<file path="config.mk">
export PLATFORM = sky130hd
export DESIGN_NAME = square_renderer_flat
export DESIGN_NICKNAME = d
export VERILOG_FILES = /design/src/rtl/oled_pkg.sv /design/src/rtl/square_renderer_if.sv /design/src/rtl/pixel_scan_counter.sv /design/src/rtl/square_renderer.sv /design/src/flat_wrapper.sv
export SDC_FILE = /design/constraint.sdc
export NUM_CORES = 1
export LEC_CHECK = 0
export BUFFER_PORTS_ARGS = -buffer_cell sky130_fd_sc_hd__buf_2
export CAP_MARGIN = 20
export CORE_MARGIN = 2
export CORE_UTILIZATION = 31
export DETAILED_ROUTE_END_ITERATION = 10
export GPL_ROUTABILITY_DRIVEN = 0
export HOLD_SLACK_MARGIN = 0.1
export SYNTH_ARGS = -nofsm -noshare
export SYNTH_HDL_FRONTEND = slang
export SYNTH_SLANG_ARGS = --single-unit
</file>
<file path="constraint.sdc">
create_clock -name clock_25Mhz -period 2.7 [get_ports clock_25Mhz]
set_input_delay 0.405 -clock clock_25Mhz [delete_from_list [all_inputs] [get_ports clock_25Mhz]]
set_output_delay 0.405 -clock clock_25Mhz [all_outputs]
set_load 0.01 [all_outputs]
</file>
<file path="src/rtl/oled_pkg.sv">
// Geometry, colours and helpers shared by the OLED square mover and renderer.
package oled_pkg;

    localparam int SCREEN_W  = 96;
    localparam int SCREEN_H  = 64;
    localparam int SQUARE_SZ = 9;
    localparam int WALL_COL  = 65;
    localparam int WALL_ROW  = 30;

    localparam logic [15:0] EN_CODE   = 16'b1000001010101101;
    localparam logic [15:0] COL_GREEN = 16'h07E0;
    localparam logic [15:0] COL_RED   = 16'hF800;
    localparam logic [15:0] COL_BLACK = 16'h0000;

    localparam logic [6:0] RST_SX = 7'd0;
    localparam logic [5:0] RST_SY = 6'd54;

    // Widened to 8 bits so x+9 cannot wrap back under the wall column.
    function automatic logic wall_contact(input logic [6:0] x, input logic [5:0] y);
        logic [7:0] right;
        logic [7:0] top;
        right = {1'b0, x} + 8'(SQUARE_SZ);
        top   = {2'b00, y};
        return ((right == 8'(WALL_COL)) && (top < 8'(WALL_ROW))) ||
               ((top == 8'(WALL_ROW)) && (right > 8'(WALL_COL)));
    endfunction

endpackage

</file>
<file path="src/rtl/square_renderer_if.sv">
// Pixel handshake between the OLED driver (master) and the square renderer (slave).
interface square_renderer_if;

    logic        frame_begin;
    logic        sample_pixel;
    logic [15:0] oled_data;

    modport master (
        output frame_begin,
        output sample_pixel,
        input  oled_data
    );

    modport slave (
        input  frame_begin,
        input  sample_pixel,
        output oled_data
    );

endinterface

</file>
<file path="src/rtl/pixel_scan_counter.sv">
// Raster column/row counter tracking which pixel the OLED driver samples next.
module pixel_scan_counter
    import oled_pkg::*;
(
    input  logic       clk_i,
    input  logic       rst_ni,
    input  logic       restart_i,
    input  logic       advance_i,
    output logic [6:0] col_o,
    output logic [5:0] row_o
);

    localparam logic [6:0] COL_LAST = 7'(SCREEN_W - 1);
    localparam logic [5:0] ROW_LAST = 6'(SCREEN_H - 1);

    logic [6:0] col_q, col_d;
    logic [5:0] row_q, row_d;

    // col_o/row_o name the pixel a strobe in this cycle renders; a restart
    // in the same cycle forces it to (0,0).
    always_comb begin
        col_o = restart_i ? 7'd0 : col_q;
        row_o = restart_i ? 6'd0 : row_q;
        col_d = col_o;
        row_d = row_o;
        if (advance_i) begin
            if (col_o == COL_LAST) begin
                col_d = 7'd0;
                row_d = (row_o == ROW_LAST) ? 6'd0 : row_o + 6'd1;
            end else begin
                col_d = col_o + 7'd1;
            end
        end
    end

    always_ff @(posedge clk_i or negedge rst_ni) begin
        if (!rst_ni) begin
            col_q <= 7'd0;
            row_q <= 6'd0;
        end else begin
            col_q <= col_d;
            row_q <= row_d;
        end
    end

endmodule

</file>
<file path="src/rtl/square_renderer.sv">
// Renders the green square, red wall and black background as RGB565 pixels,
// using a position latched once per frame and blinking the wall on contact.
module square_renderer
    import oled_pkg::*;
#(
    parameter int BLINK_BIT = 3
) (
    input  logic               clock_25Mhz,
    input  logic               reset_n,
    square_renderer_if.slave   bus,
    input  logic [6:0]         current_x,
    input  logic [5:0]         current_y,
    input  logic [15:0]        switch,
    output logic               contact
);

    logic [6:0]  col;
    logic [5:0]  row;

    logic [6:0]  sx_q, sx_d;
    logic [5:0]  sy_q, sy_d;
    logic [3:0]  frame_cnt_q, frame_cnt_d;
    logic        contact_q, contact_d;
    logic [15:0] oled_q, oled_d;

    logic        en;
    logic        in_square;
    logic        in_wall;
    logic [7:0]  col8, row8, sx8, sy8;
    logic [15:0] pix_colour;

    pixel_scan_counter u_scan (
        .clk_i     (clock_25Mhz),
        .rst_ni    (reset_n),
        .restart_i (bus.frame_begin),
        .advance_i (bus.sample_pixel),
        .col_o     (col),
        .row_o     (row)
    );

    // Next-state values double as the render view, so a strobe coinciding
    // with frame_begin already sees the new frame's position and blink phase.
    always_comb begin
        sx_d        = sx_q;
        sy_d        = sy_q;
        frame_cnt_d = frame_cnt_q;
        contact_d   = contact_q;
        if (bus.frame_begin) begin
            sx_d        = current_x;
            sy_d        = current_y;
            frame_cnt_d = frame_cnt_q + 4'd1;
            contact_d   = wall_contact(current_x, current_y);
        end
    end

    assign en   = (switch == EN_CODE);
    assign col8 = {1'b0, col};
    assign row8 = {2'b00, row};
    assign sx8  = {1'b0, sx_d};
    assign sy8  = {2'b00, sy_d};

    assign in_square = (col8 >= sx8) && (col8 <= sx8 + 8'(SQUARE_SZ - 1)) &&
                       (row8 >= sy8) && (row8 <= sy8 + 8'(SQUARE_SZ - 1));
    assign in_wall   = (col8 >= 8'(WALL_COL)) && (row8 < 8'(WALL_ROW));

    always_comb begin
        pix_colour = COL_BLACK;
        if (!en) begin
            pix_colour = COL_BLACK;
        end else if (in_square) begin
            pix_colour = COL_GREEN;
        end else if (in_wall) begin
            pix_colour = (contact_d && frame_cnt_d[BLINK_BIT]) ? COL_BLACK : COL_RED;
        end
    end

    assign oled_d = bus.sample_pixel ? pix_colour : oled_q;

    always_ff @(posedge clock_25Mhz or negedge reset_n) begin
        if (!reset_n) begin
            sx_q        <= RST_SX;
            sy_q        <= RST_SY;
            frame_cnt_q <= 4'd0;
            contact_q   <= 1'b0;
            oled_q      <= COL_BLACK;
        end else begin
            sx_q        <= sx_d;
            sy_q        <= sy_d;
            frame_cnt_q <= frame_cnt_d;
            contact_q   <= contact_d;
            oled_q      <= oled_d;
        end
    end

    assign bus.oled_data = oled_q;
    assign contact       = contact_q;

endmodule

</file>
<file path="src/flat_wrapper.sv">
// flat-port wrapper written by rule: the top's interface ports become plain ports
module square_renderer_flat import oled_pkg::*;
#(
    parameter int BLINK_BIT = 3
)
  (clock_25Mhz, reset_n, current_x, current_y, switch, contact, bus_frame_begin, bus_sample_pixel, bus_oled_data);
  square_renderer_if bus_i ();
  input  logic clock_25Mhz;
  input  logic reset_n;
  input  logic [6:0] current_x;
  input  logic [5:0] current_y;
  input  logic [15:0] switch;
  output logic contact;
  input wire logic [$bits(bus_i.frame_begin)-1:0] bus_frame_begin;
  input wire logic [$bits(bus_i.sample_pixel)-1:0] bus_sample_pixel;
  output wire logic [$bits(bus_i.oled_data)-1:0] bus_oled_data;
  assign bus_i.frame_begin = bus_frame_begin;
  assign bus_i.sample_pixel = bus_sample_pixel;
  assign bus_oled_data = bus_i.oled_data;
  square_renderer #(.BLINK_BIT(BLINK_BIT)) u_core (.clock_25Mhz(clock_25Mhz), .reset_n(reset_n), .bus(bus_i), .current_x(current_x), .current_y(current_y), .switch(switch), .contact(contact));
endmodule
</file>
==> impl_results.md <==
* H-tree lvl count at 2
* Post-CTS Resized at 0
* CP Launch Type: input pin
* Footprint of the multi-input gates at 1350 um2
* First-pass GRT wire length at 8870 um
* Storage element area at 831 um2
* DRC viols at 0
* Post CTS Setup Buffer Count at 0
* Area Growth Syn to Fin at 18.3%
* Final HPWL DP at 4200 um
* RSZ-0062 raised after global routing: false
* Post-synth EDFFs at 0
* Routed wire length at 5170 um
* P per Cell Area at 483 nW/um2
* Antenna Nets Post-Route at 0
* Die Y-Extent at 91.9 um
* Filler cells at 781
* Max-cap violations at 0
* Final Cell Area at 2830 um2
* Comb pwr share at 20.5%
* CP Capture Type: register
* Antenna diodes at 0
* Sequential share of power at 43.3%
* Clock skew at 0.00712 ns
* Count of input and output buffers at 44
* Period utilization at 87.4%
* DRT iter0 DRCs at 33
* Placed Area at 2720 um2
* Drt wl/cell at 13.1 um
* Final setup TNS at 0 ns
* CORE AREA at 7610 um2
* Worst Path Arrival at 2.54 ns
* # hold bufs at CTS at 0
* Pre-antenna DRT Iters at 4
* Max Root-Sink Buffers at 2
* Gr usage total at 13.3%
* #FFs+latches synth at 33
* Main synth FF type: dfrtp_1
* Clock share of power at 36.2%
* Final Max Tran Viols at 0
* Post-synth cell types at 50
* Switch Pwr at 373 uW
* Share of layout cells above drive strength 1 at 26.7%
* Crit Path Class: in2reg
* Top cells by area, synth: dfrtp_1 30%, ha_1 14%, buf_4 5.0%
* Via density at 4.77
* Io pins at 50
* Final-stage net count at 350
* Setup violators final at 0
* Max-slew headroom at 48.7%
* WP data required at 2.88 ns
* Syn Area/Cell at 9.81 um2
* Pint at 994 uW
* Initial antenna violation count at 0
* Top-count cell post-synth: dfrtp_1
* Seq/Total Area, Yosys at 34.7%
* WHS at 0.174 ns
* Yosys top cell by area: dfrtp_1
* Synthesized area at 2390 um2
* Grt total ovfl at 0
* Starting density of the core at 31.5%
* # rows at 32
* Top-area cell type share of the netlist area at 30.3%
* Mapped Cells at 244
* Tmin final at 2.36 ns
* Dpl cells at 386
* CTS Sinks at 33
* Maximum vdd drop at 221 uV
* Reg clk slew, reported paths at 0.07 ns
* Vias in the first global route at 1906
* CTS buffer count at 5
* Switching share of power at 27.3%
* Commonest cells in the netlist: 29 x dfrtp_1, 26 x ha_1, 24 x inv_1, 16 x buf_4, 12 x a21oi_1
* CTS tree: done
* Utilization after layout at 37.2%
* Slew @ Worst Pin at 0.769 ns
* Hold crit path type: in2async
* Final Hold Viols at 0
* Syn. warnings at 0
* Max Freq at 424 MHz
* Pin count of the biggest net entering global routing at 34
* Async SR Flop Fraction at 100%
* CTS Root Cell: clkbuf_8
* Crit-path max FO at 16
* Clk_lat worst skew at 0.29 ns
* Chip width at 91.9 um
* Vias at 1881
* Die area at 8440 um2
* Non-filler cells, final at 394
* Leakage at 1.46 nW
* Status: completed
-- critical path, cell delays in order --
cell	delay, ns
buf_2	0.15
buf_12	0.17
mux2i_1	0.25
inv_1	0.11
ha_1	0.22
xor2_1	0.17
ha_1	0.21
a2111oi_0	0.38
o21a_1	0.20
a2bb2oi_1	0.18
a21oi_1	0.08
-- cells by family after synthesis --
family / after synthesis / synth area share, %
other cells: 1 / 0.157
mux: 17 / 7.89
simple gates: 71 / 18.3
xor+xnor: 13 / 4.76
buf+inv: 43 / 9.41
compound gates: 40 / 11.2
flops: 33 / 34.7
fa+ha+maj: 26 / 13.6
-- stage by stage --
step | worst slack, ns | power (mW)
detailed placement | 0.0509 | 0.885
finish | 0.340 | 1.37
global placement | 0.0894 | 0.874
CTS | 0.317 | 1.39
global route | 0.106 | 1.46
floorplan | 0.0470 | 0.794
-- flip-flops by register name, summed over array words and instances, names as in the netlist --
register              flops
u_core.u_scan.row_q       6
u_core.bus.oled_data      2
u_core.sx_q               7
u_core.contact            1
u_core.u_scan.col_q       7
u_core.frame_cnt_q        4
u_core.sy_q               6
-- power groups by stage --
stage                     sequential (mW)  clock (mW)  combinational [mW]
after floorplan                     0.593           0               0.201
after global placement              0.599           0               0.275
after detailed placement            0.602           0               0.283
after CTS                           0.592       0.509               0.286
after global routing                0.599       0.533               0.325
final                               0.592       0.495               0.280
-- worst paths after layout --
path	from	to	slack [ns]	depth (start not counted)
worst max-delay path	bus_frame_begin	u_core.bus.oled_data[14]	0.34	11
worst min-delay path	reset_n	u_core.sx_q[6]	0.17	1
worst max register to register	u_core.sx_q[3]	u_core.bus.oled_data[10]	0.39	10
worst min register to register	u_core.frame_cnt_q[3]	u_core.frame_cnt_q[3]	0.48	1
max in group asynchronous	reset_n	u_core.u_scan.row_q[4]	2.02	1
min in group clock_25Mhz	current_x[1]	u_core.sx_q[1]	0.38	3
-- cells in the final DEF (no fill, tap or decap), types with 2 or more instances in the layout --
master | netlist | final
conb_1 | 1 | 5
nor3_1 | 5 | 5
inv_1 | 24 | 24
mux2_2 | 5 | 5
clkbuf_8 | 0 | 6
nand2b_1 | 8 | 8
a21oi_1 | 12 | 12
xor2_1 | 3 | 3
nor2b_1 | 6 | 6
o21ai_0 | 4 | 4
nand2_1 | 11 | 11
ha_1 | 26 | 26
nor4_1 | 3 | 3
a2111oi_0 | 2 | 2
a31oi_1 | 2 | 2
o31ai_1 | 2 | 2
and3_1 | 2 | 2
a21o_1 | 2 | 2
nand3_1 | 6 | 6
mux2i_1 | 11 | 11
o21a_1 | 3 | 3
buf_2 | 3 | 44
nand4_1 | 10 | 10
dfrtp_1 | 29 | 29
o311ai_0 | 2 | 2
nor2_1 | 9 | 9
dfstp_2 | 4 | 4
xnor2_1 | 10 | 10
o21ai_1 | 2 | 2
buf_4 | 16 | 10
-- per-layer routing --
layer	up-vias	GRT usage, %	share of wire [%]
met1	899	16.3	45
met2	24	23.4	51
met5	-	0	0
li1	949	-	-
met4	0	4.48	1.5
met3	9	2.63	2.9
-- cell type report --
| type | count | area share, % |
|---|---|---|
| Clock buffer | 7 | 3.05 |
| Clock inverter | 1 | 1.06 |
| Inverter | 24 | 3.18 |
| Multi-Input combinational cell | 172 | 47.7 |
| Sequential cell | 33 | 29.3 |
| Tap cell | 102 | 4.51 |
| Timing Repair Buffer | 55 | 11.1 |
Note: power is estimated with default switching activity, not from simulation.
